--- config.mk ---
export PLATFORM = sky130hd
export DESIGN_NAME = vram_write_bridge_flat
export DESIGN_NICKNAME = d
export VERILOG_FILES = /design/src/rtl/vram_write_bridge_if.sv /design/src/rtl/vram_write_bridge.sv /design/src/flat_wrapper.sv
export SDC_FILE = /design/constraint.sdc
export NUM_CORES = 1
export LEC_CHECK = 0
export CAP_MARGIN = 25
export CORE_MARGIN = 2
export CORE_UTILIZATION = 40
export CTS_CLUSTER_DIAMETER = 60
export DETAILED_ROUTE_END_ITERATION = 12
export PLACE_DENSITY = 0.59
export SLEW_MARGIN = 5
export SYNTH_ARGS = -nofsm -noshare
export SYNTH_HDL_FRONTEND = slang
export SYNTH_SLANG_ARGS = --single-unit
--- constraint.sdc ---
create_clock -name clk -period 3.19 [get_ports clk]
set_input_delay 0.4785 -clock clk [delete_from_list [all_inputs] [get_ports clk]]
set_output_delay 0.4785 -clock clk [all_outputs]
set_load 0.01 [all_outputs]
--- src/rtl/vram_write_bridge_if.sv ---
// CPU-side and PPU-side buses of the VRAM write bridge.
// The slave modport is the bridge's view; the master modport is the CPU/PPU environment's view.
interface vram_write_bridge_if #(
    parameter int OFS_W = 20
);
    logic             cpu_en;
    logic             cpu_we;
    logic [31:0]      cpu_addr;
    logic [31:0]      cpu_din;
    logic [31:0]      cpu_dout;
    logic             cpu_rvalid;
    logic             cpu_stall;
    logic             vblank;
    logic             vram_en;
    logic             vram_we;
    logic [1:0]       vram_sel;
    logic [OFS_W-1:0] vram_addr;
    logic [31:0]      vram_din;
    logic [31:0]      vram_dout;
    logic             vram_gnt;
    logic             err_unmapped;

    modport slave (
        input  cpu_en, cpu_we, cpu_addr, cpu_din, vblank, vram_dout, vram_gnt,
        output cpu_dout, cpu_rvalid, cpu_stall, vram_en, vram_we, vram_sel,
               vram_addr, vram_din, err_unmapped
    );

    modport master (
        output cpu_en, cpu_we, cpu_addr, cpu_din, vblank, vram_dout, vram_gnt,
        input  cpu_dout, cpu_rvalid, cpu_stall, vram_en, vram_we, vram_sel,
               vram_addr, vram_din, err_unmapped
    );
endinterface

--- src/rtl/vram_write_bridge.sv ---
// Queues CPU writes to PPU video memories and drains them one word per grant; reads wait behind writes.
// Optional VRAM_VBLANK_GATE_EN: PPU requests are only raised while vblank=1.
module vram_write_bridge #(
    parameter int FIFO_DEPTH = 16,
    parameter int OFS_W      = 20
) (
    input logic               clk,
    input logic               rst_n,
    vram_write_bridge_if.slave bus
);
    localparam int AW = $clog2(FIFO_DEPTH);
    localparam int CW = AW + 1;

    typedef enum logic [1:0] {IDLE, DRAIN, RD_WAIT, RD_DATA} state_t;

    typedef struct packed {
        logic [1:0]       sel;
        logic [OFS_W-1:0] ofs;
        logic [31:0]      data;
    } wr_ent_t;

    state_t           state_q, state_d;
    logic [AW-1:0]    wr_ptr_q, wr_ptr_d;
    logic [AW-1:0]    rd_ptr_q, rd_ptr_d;
    logic [CW-1:0]    cnt_q, cnt_d;
    logic [1:0]       rd_sel_q, rd_sel_d;
    logic [OFS_W-1:0] rd_ofs_q, rd_ofs_d;
    logic             err_q, err_d;
    logic             unm_rd_q, unm_rd_d;
    wr_ent_t          mem_q [FIFO_DEPTH];

    logic    full, empty, stall, mapped, accept;
    logic    push, pop, rd_acc, unm;
    logic    gate, wr_req, rd_req, rd_gnt;
    wr_ent_t head, new_ent;

`ifdef VRAM_VBLANK_GATE_EN
    assign gate = bus.vblank;
`else
    logic unused_vblank;
    assign unused_vblank = bus.vblank;
    assign gate          = 1'b1;
`endif

    // Stall depends only on flops so the CPU never sees a combinational path from its own request.
    assign full   = (cnt_q == CW'(FIFO_DEPTH));
    assign empty  = (cnt_q == '0);
    assign stall  = full | (state_q == RD_WAIT) | (state_q == RD_DATA);
    assign mapped = (bus.cpu_addr[31:22] == 10'h018);
    assign accept = bus.cpu_en & ~stall;
    assign push   = accept & bus.cpu_we & mapped;
    assign rd_acc = accept & ~bus.cpu_we & mapped;
    assign unm    = accept & ~mapped;

    assign head    = mem_q[rd_ptr_q];
    assign new_ent = '{sel: bus.cpu_addr[21:20], ofs: bus.cpu_addr[OFS_W-1:0], data: bus.cpu_din};

    // Queued writes always go first; the held read is only presented once the queue is empty.
    assign wr_req = ~empty;
    assign rd_req = (state_q == RD_WAIT) & empty;
    assign pop    = wr_req & gate & bus.vram_gnt;
    assign rd_gnt = rd_req & gate & bus.vram_gnt;

    always_comb begin
        wr_ptr_d = wr_ptr_q;
        rd_ptr_d = rd_ptr_q;
        rd_sel_d = rd_sel_q;
        rd_ofs_d = rd_ofs_q;
        err_d    = unm;
        unm_rd_d = unm & ~bus.cpu_we;
        if (push) wr_ptr_d = wr_ptr_q + AW'(1);
        if (pop)  rd_ptr_d = rd_ptr_q + AW'(1);
        cnt_d = cnt_q + CW'(push) - CW'(pop);
        if (rd_acc) begin
            rd_sel_d = bus.cpu_addr[21:20];
            rd_ofs_d = bus.cpu_addr[OFS_W-1:0];
        end
    end

    always_comb begin
        state_d = state_q;
        unique case (state_q)
            IDLE, DRAIN: begin
                if (rd_acc)              state_d = RD_WAIT;
                else if (cnt_d != '0)    state_d = DRAIN;
                else                     state_d = IDLE;
            end
            RD_WAIT: if (rd_gnt) state_d = RD_DATA;
            RD_DATA: state_d = (cnt_d != '0) ? DRAIN : IDLE;
        endcase
    end

    always_ff @(posedge clk or negedge rst_n) begin
        if (!rst_n) begin
            state_q  <= IDLE;
            wr_ptr_q <= '0;
            rd_ptr_q <= '0;
            cnt_q    <= '0;
            rd_sel_q <= '0;
            rd_ofs_q <= '0;
            err_q    <= 1'b0;
            unm_rd_q <= 1'b0;
        end else begin
            state_q  <= state_d;
            wr_ptr_q <= wr_ptr_d;
            rd_ptr_q <= rd_ptr_d;
            cnt_q    <= cnt_d;
            rd_sel_q <= rd_sel_d;
            rd_ofs_q <= rd_ofs_d;
            err_q    <= err_d;
            unm_rd_q <= unm_rd_d;
        end
    end

    // Queue storage carries no reset; validity is tracked by the pointers and count.
    always_ff @(posedge clk) begin
        if (push) mem_q[wr_ptr_q] <= new_ent;
    end

    assign bus.cpu_stall    = stall;
    assign bus.err_unmapped = err_q;
    assign bus.cpu_rvalid   = (state_q == RD_DATA) | unm_rd_q;
    assign bus.cpu_dout     = (state_q == RD_DATA) ? bus.vram_dout : 32'h0;

    assign bus.vram_en   = (wr_req | rd_req) & gate;
    assign bus.vram_we   = wr_req & gate;
    assign bus.vram_sel  = !bus.vram_en ? 2'b00 : (wr_req ? head.sel : rd_sel_q);
    assign bus.vram_addr = !bus.vram_en ? '0 : (wr_req ? head.ofs : rd_ofs_q);
    assign bus.vram_din  = bus.vram_we ? head.data : 32'h0;
endmodule

--- src/flat_wrapper.sv ---
// flat-port wrapper written by rule: the top's interface ports become plain ports
module vram_write_bridge_flat 
#(
    parameter int FIFO_DEPTH = 16,
    parameter int OFS_W      = 20
)
  (clk, rst_n, bus_cpu_en, bus_cpu_we, bus_cpu_addr, bus_cpu_din, bus_vblank, bus_vram_dout, bus_vram_gnt, bus_cpu_dout, bus_cpu_rvalid, bus_cpu_stall, bus_vram_en, bus_vram_we, bus_vram_sel, bus_vram_addr, bus_vram_din, bus_err_unmapped);
  vram_write_bridge_if #(.OFS_W(OFS_W)) bus_i ();
  input logic clk;
  input logic rst_n;
  input wire logic [$bits(bus_i.cpu_en)-1:0] bus_cpu_en;
  input wire logic [$bits(bus_i.cpu_we)-1:0] bus_cpu_we;
  input wire logic [$bits(bus_i.cpu_addr)-1:0] bus_cpu_addr;
  input wire logic [$bits(bus_i.cpu_din)-1:0] bus_cpu_din;
  input wire logic [$bits(bus_i.vblank)-1:0] bus_vblank;
  input wire logic [$bits(bus_i.vram_dout)-1:0] bus_vram_dout;
  input wire logic [$bits(bus_i.vram_gnt)-1:0] bus_vram_gnt;
  output wire logic [$bits(bus_i.cpu_dout)-1:0] bus_cpu_dout;
  output wire logic [$bits(bus_i.cpu_rvalid)-1:0] bus_cpu_rvalid;
  output wire logic [$bits(bus_i.cpu_stall)-1:0] bus_cpu_stall;
  output wire logic [$bits(bus_i.vram_en)-1:0] bus_vram_en;
  output wire logic [$bits(bus_i.vram_we)-1:0] bus_vram_we;
  output wire logic [$bits(bus_i.vram_sel)-1:0] bus_vram_sel;
  output wire logic [$bits(bus_i.vram_addr)-1:0] bus_vram_addr;
  output wire logic [$bits(bus_i.vram_din)-1:0] bus_vram_din;
  output wire logic [$bits(bus_i.err_unmapped)-1:0] bus_err_unmapped;
  assign bus_i.cpu_en = bus_cpu_en;
  assign bus_i.cpu_we = bus_cpu_we;
  assign bus_i.cpu_addr = bus_cpu_addr;
  assign bus_i.cpu_din = bus_cpu_din;
  assign bus_i.vblank = bus_vblank;
  assign bus_i.vram_dout = bus_vram_dout;
  assign bus_i.vram_gnt = bus_vram_gnt;
  assign bus_cpu_dout = bus_i.cpu_dout;
  assign bus_cpu_rvalid = bus_i.cpu_rvalid;
  assign bus_cpu_stall = bus_i.cpu_stall;
  assign bus_vram_en = bus_i.vram_en;
  assign bus_vram_we = bus_i.vram_we;
  assign bus_vram_sel = bus_i.vram_sel;
  assign bus_vram_addr = bus_i.vram_addr;
  assign bus_vram_din = bus_i.vram_din;
  assign bus_err_unmapped = bus_i.err_unmapped;
  vram_write_bridge #(.FIFO_DEPTH(FIFO_DEPTH), .OFS_W(OFS_W)) u_core (.clk(clk), .rst_n(rst_n), .bus(bus_i));
endmodule
==> run_results.csv, run 1 <==
group,metric,value,unit
critical_path,rrSetupSlack,80,ps
grt,grt.total_usage,19.0,%
critical_path,ff2ff_path_depth,12,
drt,vias_per_cell,5.45,
grt,grt_max_degree,54,
floorplan,start_util,40.3,%
placed_design,portBuffers,191,
yosys,synth_top_family_by_area,"multiplexers",
grt,busiest_layer,"met2",
timing,setup_viol,23,
power_and_ir_drop,p_seq_share,36.5,%
clock_tree,clkTransAtPathRegs,60,ps
power_and_ir_drop,power.static_leakage,14.7,nW
final_layout,diodes,0,
timing,finClkSkew,28.4,ps
timing,max-slew-margin-rel,48.1,%
power_and_ir_drop,pwr-share-clk,30.0,%
final_layout,nets,2042,
drt,wl_per_cell,26.9,microns
clock_tree,cts_made_buffers,95,
critical_path,critPathCaptureType,"output pin",
critical_path,slowest_stage,"or4b_4",
yosys,synth_ff_type,"edfxtp_1",
timing,rsz0062_at_grt,"yes",
outcome,status,"finished with violations",
power_and_ir_drop,switching_share,28.9,%
yosys,synth_nets,1646,
run,drv_cap,0,
critical_path,cpPeakStageDelay,510,ps
yosys,synth.distinct_cells,45,
drt,drt_wl_total,85000,microns
placed_design,dpl_cell_area,39700,sq um
final_layout,utilization,50.8,%
clock_tree,root_buffer,"clkbuf_16",
yosys,yosys.area_share.simple,1.77,%
clock_tree,cts_max_path_buffers,3,
placed_design,post-place-ws,-113,ps
yosys,syn-cell-area,34900,sq um
yosys,ys_async_sr_fraction,4.32,%
grt,grt_util_met2,31.8,%
yosys,yosysWarnings,0,
timing,slew_violations,0,
grt,grt.overflow.total,0,
critical_path,cp_cell_sequence,"inv_2, ha_4, or4b_4, buf_6, nand2b_4, buf_4, buf_12, buf_6, o211ai_1, buf_2",
floorplan,pin_count,193,
yosys,yosys.area.top_type_share,74.4,%
floorplan,coreArea,86600,sq um
drt,firstDrtPassIters,5,
placed_design,hpwl,48100,microns
timing,hold-worst-slack,447,ps
floorplan,die_x,299,microns
clock_tree,htree_levels,3,
floorplan,die_area,89500,sq um
placed_design,gp_congestion,0.717,
clock_tree,cts.sinks,903,
critical_path,path_class,"register to output pin",
drt,vias,17229,
floorplan,num_rows,108,
yosys,yosysTopAreaCell,"edfxtp_1",
floorplan,die_height,299,microns
yosys,synth-seq-cells,903,
outcome,violations,"negative setup slack",
critical_path,path_delay_family,"buffers and inverters",
yosys,avgSynthCellArea,22.8,sq um
yosys,synth_cells,1532,
grt,grt_first_pass_wirelength,123000,microns
critical_path,rr_endpoint,"u_core.state_q[0]$_DFFE_PN0P_",
timing,clock.fmax,305,MHz
power_and_ir_drop,p_sw,10.5,mW
timing,period_share,103,%
drt,first_iter_violations,1383,
power_and_ir_drop,p_comb_share,33.5,%
critical_path,start_kind,"register",
yosys,synth_area_leaders,"edfxtp_1 74%, mux4_2 14%, dfrtp_1 2.8%",
critical_path,reg2reg_from,"u_core.cnt_q[3]$_DFF_PN0_",
yosys,synth_edf_count,864,
final_layout,area_growth,26.1,%
critical_path,cpMostUsedCell,"buf_6",
critical_path,cp_num_buf_inv,6,
yosys,seq_area_frac_synth,77.2,%
timing,worstMarginPinSlew,778,ps
final_layout,drive_above_1_share,35.3,%
yosys,synth_compound_area_share,1.80,%
drt,detail-route-antenna-nets,0,
timing,min_period,3280,ps
critical_path,crit_path_start,"u_core.cnt_q[3]$_DFF_PN0_",
yosys,synth_mux_area_share,17.2,%
critical_path,worstPathRequired,2710,ps
power_and_ir_drop,p_int,25.7,mW
grt,grt_util_met1,25.5,%
power_and_ir_drop,power,36.1,mW
timing,fin_ws,-93.3,ps
final_layout,final_area,44000,sq um
worst_hold_path,min_path_type,"input pin to async pin",
timing,hold_viol,0,
clock_tree,cts_tree,"built",
clock_tree,insertion_delay,660,ps
yosys,synth_xor_area_share,0.251,%
grt,grt_pass1_vias,18189,
grt,grt_antenna_before_repair,7,
yosys,synth-adder-area-share,0.452,%
power_and_ir_drop,powerDensity,822,nW/um^2
drt,drc_errors,0,
power_and_ir_drop,peakVddDrop,469,uV
critical_path,critical_path.max_fanout,6,
critical_path,critPathArrivalTime,2800,ps
grt,grtUsageMet3,3.55,%
worst max-delay path by stage:
stage | end | slack, ps | cells past startpoint
after floorplan | u_core.mem_q[4][0]$_DFFE_PP_ | 10 | 7
after global placement | bus_vram_addr[19] | -100 | 9
after detailed placement | bus_vram_addr[19] | -110 | 9
after CTS | bus_vram_addr[11] | -190 | 10
after global routing | bus_vram_addr[14] | -170 | 10
final | bus_vram_addr[17] | -90 | 10
cell type report:
cell class	instances	area (sq um)
Multi-Input combinational cell	537	7860
Fill cell	6794	42700
Inverter	10	40.0
Clock inverter	56	532
Clock buffer	121	2550
Sequential cell	903	26900
Timing Repair Buffer	381	4610
Tap cell	1155	1450
sequential cells by signal (all words and copies together), names as in the netlist:
| register | flops |
|---|---|
| u_core.unm_rd_q | 1 |
| u_core.rd_ptr_q | 4 |
| u_core.mem_q | 864 |
| u_core.wr_ptr_q | 4 |
| u_core.rd_ofs_q | 20 |
| u_core.rd_sel_q | 2 |
| u_core.cnt_q | 5 |
| u_core.state_q | 2 |
| u_core.bus.err_unmapped | 1 |
through the flow:
stage                     std cells  setup TNS, ps
after floorplan                1532              0
after global placement         2912           -317
after detailed placement       2912           -503
after CTS                      3152          -2310
after global routing           3163          -3660
final                          3163           -802
synthesized netlist by cell type (2+ instances only):
cell,n
a21o_1,2
a21oi_1,2
a22oi_1,12
a22oi_2,10
and2_1,16
and3_1,34
buf_1,12
buf_2,35
buf_4,9
buf_6,6
clkbuf_1,20
dfrtp_1,39
edfxtp_1,864
ha_1,11
inv_1,8
mux2_2,22
mux2i_1,86
mux4_2,216
nand2_1,27
nand2b_1,2
nand4_1,2
nor2_1,3
nor2_2,4
nor2b_1,2
nor3_1,2
nor3b_1,3
nor4b_1,3
o211ai_1,22
o21ai_0,3
o22ai_1,32
xnor2_1,6
xor2_1,4
what timing repair did:
action | 4_1_cts | 5_1_grt
gates resized for setup | 285 | 62
buffers inserted | 50 | 15
gates cloned | 12 | 2
endpoints found under the setup margin | 55 | 52
hold buffers | 1 | 0
endpoints found under the hold margin | 23 | 0
pin swaps | 30 | 28
power groups by stage:
stage          Combinational [mW]  Sequential [mW]  Clock (mW)
6_report                     12.1             13.2        10.8
5_1_grt                      12.8             13.2        11.5
4_1_cts                      11.8             13.2        11.0
3_5_place_dp                 10.4             13.4           0
3_3_place_gp                 10.4             13.4           0
2_1_floorplan                6.34             13.3           0
kinds of logic after synthesis:
logic type | after synthesis
mux | 325
compound gates | 84
flops | 903
buf+inv | 92
simple gates | 106
xor+xnor | 10
fa+ha+maj | 12
cells in the final DEF (no fill, tap or decap), types with 5 or more instances in the layout:
cell type and instances:
o211ai_1 22, edfxtp_1 864, inv_6 5, o22ai_2 8, o22ai_1 18, mux2i_4 5
clkinv_1 20, mux4_2 216, mux2i_1 70, mux2i_2 11, inv_1 6, clkbuf_16 98
buf_2 43, nand2_1 22, and2_4 17, clkinv_2 17, mux2_2 22, buf_4 66
bufinv_16 8, and3_1 34, clkbuf_1 20, buf_12 86, ha_1 10, dfrtp_1 36
buf_6 25, clkbuf_8 5, a22oi_2 19, xnor2_1 6, clkdlybuf4s50_1 135, buf_16 12
o22ai_4 6
metal layers:
layer  vias to the layer above  routed length (microns)
met5                         -                       72
met4                        12                     1990
met3                       135                     4380
met2                       480                    43300
met1                      9304                    35300
li1                       7298                        -
Power figures use the tool's default switching activity.
==> inputs of run 2 (changes only) <==
--- a/config.mk
+++ b/config.mk
@@ -6,11 +6,11 @@
 export NUM_CORES = 1
 export LEC_CHECK = 0
 export CAP_MARGIN = 25
-export CORE_MARGIN = 2
-export CORE_UTILIZATION = 40
+export CORE_MARGIN = 3
+export CORE_UTILIZATION = 54
 export CTS_CLUSTER_DIAMETER = 60
 export DETAILED_ROUTE_END_ITERATION = 12
-export PLACE_DENSITY = 0.59
+export PLACE_DENSITY = 0.76
 export SLEW_MARGIN = 5
 export SYNTH_ARGS = -nofsm -noshare
 export SYNTH_HDL_FRONTEND = slang
==> run_results.csv, run 2 (synthesis gave the netlist of run 1 again) <==
group,metric,value,unit
critical_path,cp_cell_sequence,"buf_4, buf_12, buf_4, buf_4, mux4_2, mux2i_2, o211ai_1, buf_2",
drt,first_iter_violations,1827,
timing,clock.fmax,303,MHz
power_and_ir_drop,power,35.4,mW
clock_tree,insertion_delay,630,ps
timing,period_share,103,%
floorplan,die_x,260,microns
placed_design,hpwl,46500,microns
outcome,status,"finished with violations",
final_layout,seq_area,26900,sq um
clock_tree,cts.sinks,903,
critical_path,critPathCaptureType,"output pin",
drt,firstDrtPassIters,7,
final_layout,area_growth,24.5,%
final_layout,layout_common_cells,"864 x edfxtp_1, 216 x mux4_2, 135 x clkdlybuf4s50_1",
critical_path,rr_endpoint,"u_core.state_q[0]$_DFFE_PN0P_",
critical_path,ff2ff_path_depth,12,
final_layout,drive_above_1_share,35.7,%
drt,wl_per_cell,29.8,microns
final_layout,final_area,43400,sq um
timing,min_period,3300,ps
drt,drt_wl_total,85300,microns
grt,grt_first_pass_wirelength,125000,microns
final_layout,final_cells,2867,
placed_design,dpl_cell_area,39300,sq um
critical_path,slowest_stage,"dfrtp_4",
timing,rsz0062_at_grt,"yes",
critical_path,path_delay_family,"buffers and inverters",
timing,hold-worst-slack,465,ps
timing,hold_viol,0,
grt,grt_max_degree,64,
final_layout,top_regs,"u_core.mem_q x864, u_core.rd_ofs_q x20, u_core.cnt_q x5",
placed_design,portBuffers,191,
critical_path,rrSetupSlack,130,ps
floorplan,start_util,55.0,%
grt,grt_antenna_before_repair,8,
placed_design,placed_cells,2606,
final_layout,largest_reg_flops,864,
timing,finClkSkew,21.0,ps
final_layout,fillers,3748,
timing,max-slew-margin-rel,48.0,%
final_layout,nets,2055,
drt,detail-route-antenna-nets,0,
final_layout,multiInputGateArea,7840,sq um
worst_hold_path,min_path_type,"input pin to async pin",
critical_path,cpMostUsedCell,"buf_4",
floorplan,num_rows,92,
critical_path,cpPeakStageDelay,550,ps
grt,grt_pass1_vias,18507,
critical_path,reg2reg_from,"u_core.cnt_q[3]$_DFF_PN0_",
grt,grt.overflow.total,0,
final_layout,largest_register,"u_core.mem_q",
timing,setup_viol,25,
grt,grt.total_usage,25.7,%
final_layout,layout_commonest_cell,"edfxtp_1",
floorplan,die_area,67700,sq um
critical_path,critPathArrivalTime,2820,ps
clock_tree,cts_made_buffers,89,
critical_path,critical_path.max_fanout,7,
critical_path,start_kind,"register",
floorplan,coreArea,63400,sq um
outcome,violations,"negative setup slack",
floorplan,pin_count,193,
floorplan,die_height,260,microns
critical_path,path_class,"register to output pin",
clock_tree,clkTransAtPathRegs,60,ps
clock_tree,cts_max_path_buffers,3,
drt,vias,17761,
power_and_ir_drop,peakVddDrop,623,uV
run,drv_cap,0,
drt,drc_errors,0,
critical_path,worstPathRequired,2710,ps
placed_design,gp_congestion,0.850,
power_and_ir_drop,power.static_leakage,14.6,nW
drt,vias_per_cell,6.19,
timing,worstMarginPinSlew,780,ps
timing,slew_violations,0,
critical_path,cp_num_buf_inv,5,
power_and_ir_drop,powerDensity,815,nW/um^2
clock_tree,cts_tree,"built",
timing,fin_ws,-110,ps
clock_tree,htree_levels,3,
clock_tree,root_buffer,"clkbuf_16",
[run 2: layout make-up]
cell class                 count  area share [%]
sequential                   903            62.0
multi-input combinational    538            18.1
timing repair buffer         399            10.9
clock buffer                 116            5.48
tap                          846            2.44
clock inverter                49            1.02
inverter                      10          0.0922
antenna                        6          0.0346
[run 2: how the worst max path moves through the flow]
stage | cells after the start | end | start | slack, ps
6_report | 8 | bus_vram_addr[9] | u_core.rd_ptr_q[0]$_DFFE_PN0P_ | -110
5_1_grt | 10 | bus_vram_addr[11] | u_core.cnt_q[3]$_DFF_PN0_ | -180
4_1_cts | 9 | bus_vram_addr[0] | u_core.rd_ptr_q[0]$_DFFE_PN0P_ | -150
3_5_place_dp | 8 | bus_vram_addr[0] | u_core.cnt_q[3]$_DFF_PN0_ | -140
3_3_place_gp | 8 | bus_vram_addr[0] | u_core.cnt_q[2]$_DFF_PN0_ | -110
2_1_floorplan | 7 | u_core.mem_q[4][0]$_DFFE_PP_ | u_core.cnt_q[2]$_DFF_PN0_ | 10
[run 2: repair_timing]
item / CTS / global route
gates resized for setup: 259 / 67
hold endpoints to repair: 25 / 0
cloned: 10 / 1
hold buffers: 1 / 0
setup buffers: 58 / 24
pin swaps: 33 / 39
setup endpoints to repair: 56 / 52
[run 2: through the flow]
step	setup TNS, ps	worst slack (ps)	utilization (%)
after floorplan	0	9.77	-
after global placement	-543	-115	61.9
after detailed placement	-935	-145	61.9
after CTS	-1760	-148	68.0
after global routing	-3860	-182	68.4
final	-1030	-110	68.5
[run 2: worst reg2reg max path, cell delays in order (launching register included)]
cell	delay, ps
dfrtp_1	410
inv_2	100
ha_4	130
or4b_4	510
and2_4	190
ha_1	270
inv_1	40
ha_1	210
fa_2	370
xor2_1	180
or3_1	330
nor3_2	110
o21ai_0	80
[run 2: metal layers]
| metal | track usage [%] | vias to the layer above | wire length (microns) | share of wire (%) |
|---|---|---|---|---|
| met1 | 35.0 | 9428 | 33100 | 39 |
| met4 | 8.66 | 6 | 2250 | 2.6 |
| met3 | 5.83 | 146 | 6520 | 7.6 |
| met5 | 0 | - | 54 | 0.063 |
| li1 | - | 7334 | - | - |
| met2 | 41.8 | 847 | 43400 | 51 |
[run 2: power by group]
part           total [mW]  internal [mW]  switching [mW]
Clock                10.1           5.78            4.36
Combinational        12.1           6.34            5.73
Sequential           13.2           13.1           0.117
Total                35.4           25.2            10.2
==> inputs of run 3 (changes only) <==
--- a/config.mk
+++ b/config.mk
@@ -7,10 +7,10 @@
 export LEC_CHECK = 0
 export CAP_MARGIN = 25
 export CORE_MARGIN = 3
-export CORE_UTILIZATION = 54
+export CORE_UTILIZATION = 59
 export CTS_CLUSTER_DIAMETER = 60
 export DETAILED_ROUTE_END_ITERATION = 12
-export PLACE_DENSITY = 0.76
+export PLACE_DENSITY = 0.79
 export SLEW_MARGIN = 5
 export SYNTH_ARGS = -nofsm -noshare
 export SYNTH_HDL_FRONTEND = slang
==> constraint.sdc (replaced) <==
create_clock -name clk -period 3.25 [get_ports clk]
set_input_delay 0.4875 -clock clk [delete_from_list [all_inputs] [get_ports clk]]
set_output_delay 0.4875 -clock clk [all_outputs]
set_load 0.01 [all_outputs]
==> run_results.csv, run 3 (synthesis gave the netlist of run 1 again) <==
group,metric,value,unit
outcome,status,"finished with violations",
outcome,violations,"negative setup slack",
drt,top_layer_used,"met5",
final_layout,layout_commonest_cell,"edfxtp_1",
floorplan,pin_count,193,
grt,grt_antenna_before_repair,4,
timing,clock.fmax,300,MHz
placed_design,gp_congestion,0.899,
critical_path,critPathArrivalTime,2840,ps
drt,wl_met1,32900,microns
final_layout,top_regs,"u_core.mem_q x864, u_core.rd_ofs_q x20, u_core.cnt_q x5",
final_layout,largest_register,"u_core.mem_q",
floorplan,die_height,249,microns
clock_tree,cts_tree,"built",
run,drv_cap,0,
timing,worstMarginPinSlew,625,ps
floorplan,num_rows,88,
final_layout,largest_reg_flops,864,
critical_path,path_class,"register to output pin",
clock_tree,cts_made_buffers,87,
critical_path,cpPeakStageDelay,520,ps
grt,grt.overflow.total,0,
floorplan,start_util,60.0,%
placed_design,portBuffers,191,
drt,wl_per_cell,33.2,microns
critical_path,worstPathRequired,2760,ps
timing,final.setup.tns,-162,ps
drt,firstDrtPassIters,7,
placed_design,hpwl,45600,microns
grt,grt_max_degree,39,
clock_tree,cts.sinks,903,
power_and_ir_drop,powerDensity,809,nW/um^2
timing,max-slew-margin-rel,58.2,%
drt,wl_met3,7950,microns
critical_path,critPathCaptureType,"output pin",
floorplan,die_x,249,microns
power_and_ir_drop,p_comb_share,34.5,%
timing,finClkSkew,35.9,ps
power_and_ir_drop,p_sw,10.2,mW
timing,period_share,102,%
power_and_ir_drop,switching_share,29.3,%
power_and_ir_drop,power,34.8,mW
clock_tree,htree_levels,3,
timing,setup_viol,7,
clock_tree,insertion_delay,660,ps
timing,rsz0062_at_grt,"yes",
final_layout,nets,2032,
power_and_ir_drop,peakVddDrop,625,uV
timing,slew_violations,0,
timing,hold_viol,0,
drt,first_iter_violations,2509,
critical_path,ff2ff_path_depth,12,
final_layout,layout_common_cells,"864 x edfxtp_1, 216 x mux4_2, 136 x clkdlybuf4s50_1",
clock_tree,clkTransAtPathRegs,60,ps
critical_path,rrSetupSlack,130,ps
power_and_ir_drop,pwr-share-clk,28.4,%
drt,detail-route-antenna-nets,0,
grt,grt_pass1_vias,18932,
drt,vias,18356,
critical_path,rr_endpoint,"u_core.state_q[0]$_DFFE_PN0P_",
final_layout,drive_above_1_share,33.7,%
grt,grt.total_usage,29.1,%
timing,fin_ws,-79.9,ps
power_and_ir_drop,p_int,24.6,mW
critical_path,crit_path_start,"u_core.rd_ptr_q[0]$_DFFE_PN0P_",
drt,drt_wl_total,91500,microns
drt,drc_errors,0,
power_and_ir_drop,power.static_leakage,14.5,nW
critical_path,slowest_stage,"dfrtp_4",
floorplan,coreArea,58100,sq um
worst_hold_path,min_path_type,"input pin to async pin",
critical_path,critical_path.max_fanout,12,
timing,min_period,3330,ps
clock_tree,cts_max_path_buffers,3,
critical_path,endpoint,"bus_vram_din[3]",
drt,vias_per_cell,6.66,
critical_path,reg2reg_from,"u_core.cnt_q[2]$_DFF_PN0_",
clock_tree,root_buffer,"clkbuf_16",
critical_path,cp_cell_sequence,"buf_4, buf_16, buf_16, buf_4, mux4_2, mux2i_1, o22ai_1, buf_2",
placed_design,post-place-ws,-40.6,ps
grt,grt_first_pass_wirelength,131000,microns
critical_path,start_kind,"register",
drt,met2_wirelength,47700,microns
floorplan,die_area,62100,sq um
power_and_ir_drop,p_seq_share,37.2,%
final_layout,area_growth,23.4,%
run 3: changes by cell type in the layout (fill, tap and decap cells not counted), moves of 6 or more:
cell,before,now
clkdlybuf4s15_1,2,9
mux2i_1,67,74
mux2i_2,18,12
buf_12,89,72
nand2_1,20,26
buf_6,19,12
buf_2,39,30
run 3: metal layers:
metal | vias to the layer above | track usage (%)
met2 | 1252 | 48.5
met5 | - | 0
met4 | 2 | 10.9
met3 | 190 | 5.72
li1 | 7263 | -
met1 | 9649 | 38.9
run 3: worst max-delay path, delay by kind of cell (launching register included):
family	cells	cell delay [ps]
compound gates	1	190
buf+inv	5	810
mux	2	680
flops	1	520
run 3: area by class of cell:
| class | instances | area (sq um) |
|---|---|---|
| Sequential cell | 903 | 26900 |
| Fill cell | 2980 | 15100 |
| Multi-Input combinational cell | 537 | 7760 |
| Timing Repair Buffer | 379 | 4580 |
| Clock buffer | 116 | 2400 |
| Tap cell | 765 | 957 |
| Clock inverter | 45 | 365 |
| Inverter | 10 | 40.0 |
| Antenna cell | 3 | 7.51 |
run 3: stage by stage:
step                      hold slack [ps]  utilization [%]  cell area [sq um]  std cells
final                                 418             74.0              43000       2758
after global routing                  472             74.0              43000       2755
after CTS                             422             73.3              42600       2724
after detailed placement              495             67.0              39000       2509
after global placement                489             67.0              39000       2509
after floorplan                       192                -              34900       1532
run 3: how the worst min path moves through the flow:
stage                                         start                                end  depth (start not counted)
floorplan                                     rst_n  u_core.bus.err_unmapped$_DFF_PN0_                          0
global placement     u_core.rd_ofs_q[5]$_DFFE_PN0P_     u_core.rd_ofs_q[5]$_DFFE_PN0P_                          1
detailed placement  u_core.rd_ofs_q[12]$_DFFE_PN0P_    u_core.rd_ofs_q[12]$_DFFE_PN0P_                          1
CTS                                           rst_n     u_core.wr_ptr_q[3]$_DFFE_PN0P_                          2
global route                                  rst_n     u_core.wr_ptr_q[3]$_DFFE_PN0P_                          2
finish                                        rst_n     u_core.rd_ofs_q[2]$_DFFE_PN0P_                          2
run 3: what timing repair did:
action | CTS | global route
buffers inserted | 42 | 28
endpoints found under the setup margin | 54 | 53
hold endpoints to repair | 21 | 0
gates cloned | 12 | 5
gates resized for setup | 209 | 60
pin swaps | 17 | 24
hold buffers | 1 | 0
run 3: power by group through the flow:
stage	Sequential [mW]	Combinational [mW]	Clock (mW)
2_1_floorplan	13.1	6.23	0
3_3_place_gp	13.2	9.76	0
3_5_place_dp	13.2	9.94	0
4_1_cts	12.9	11.3	9.88
5_1_grt	12.9	12.6	10.4
6_report	12.9	12.0	9.87
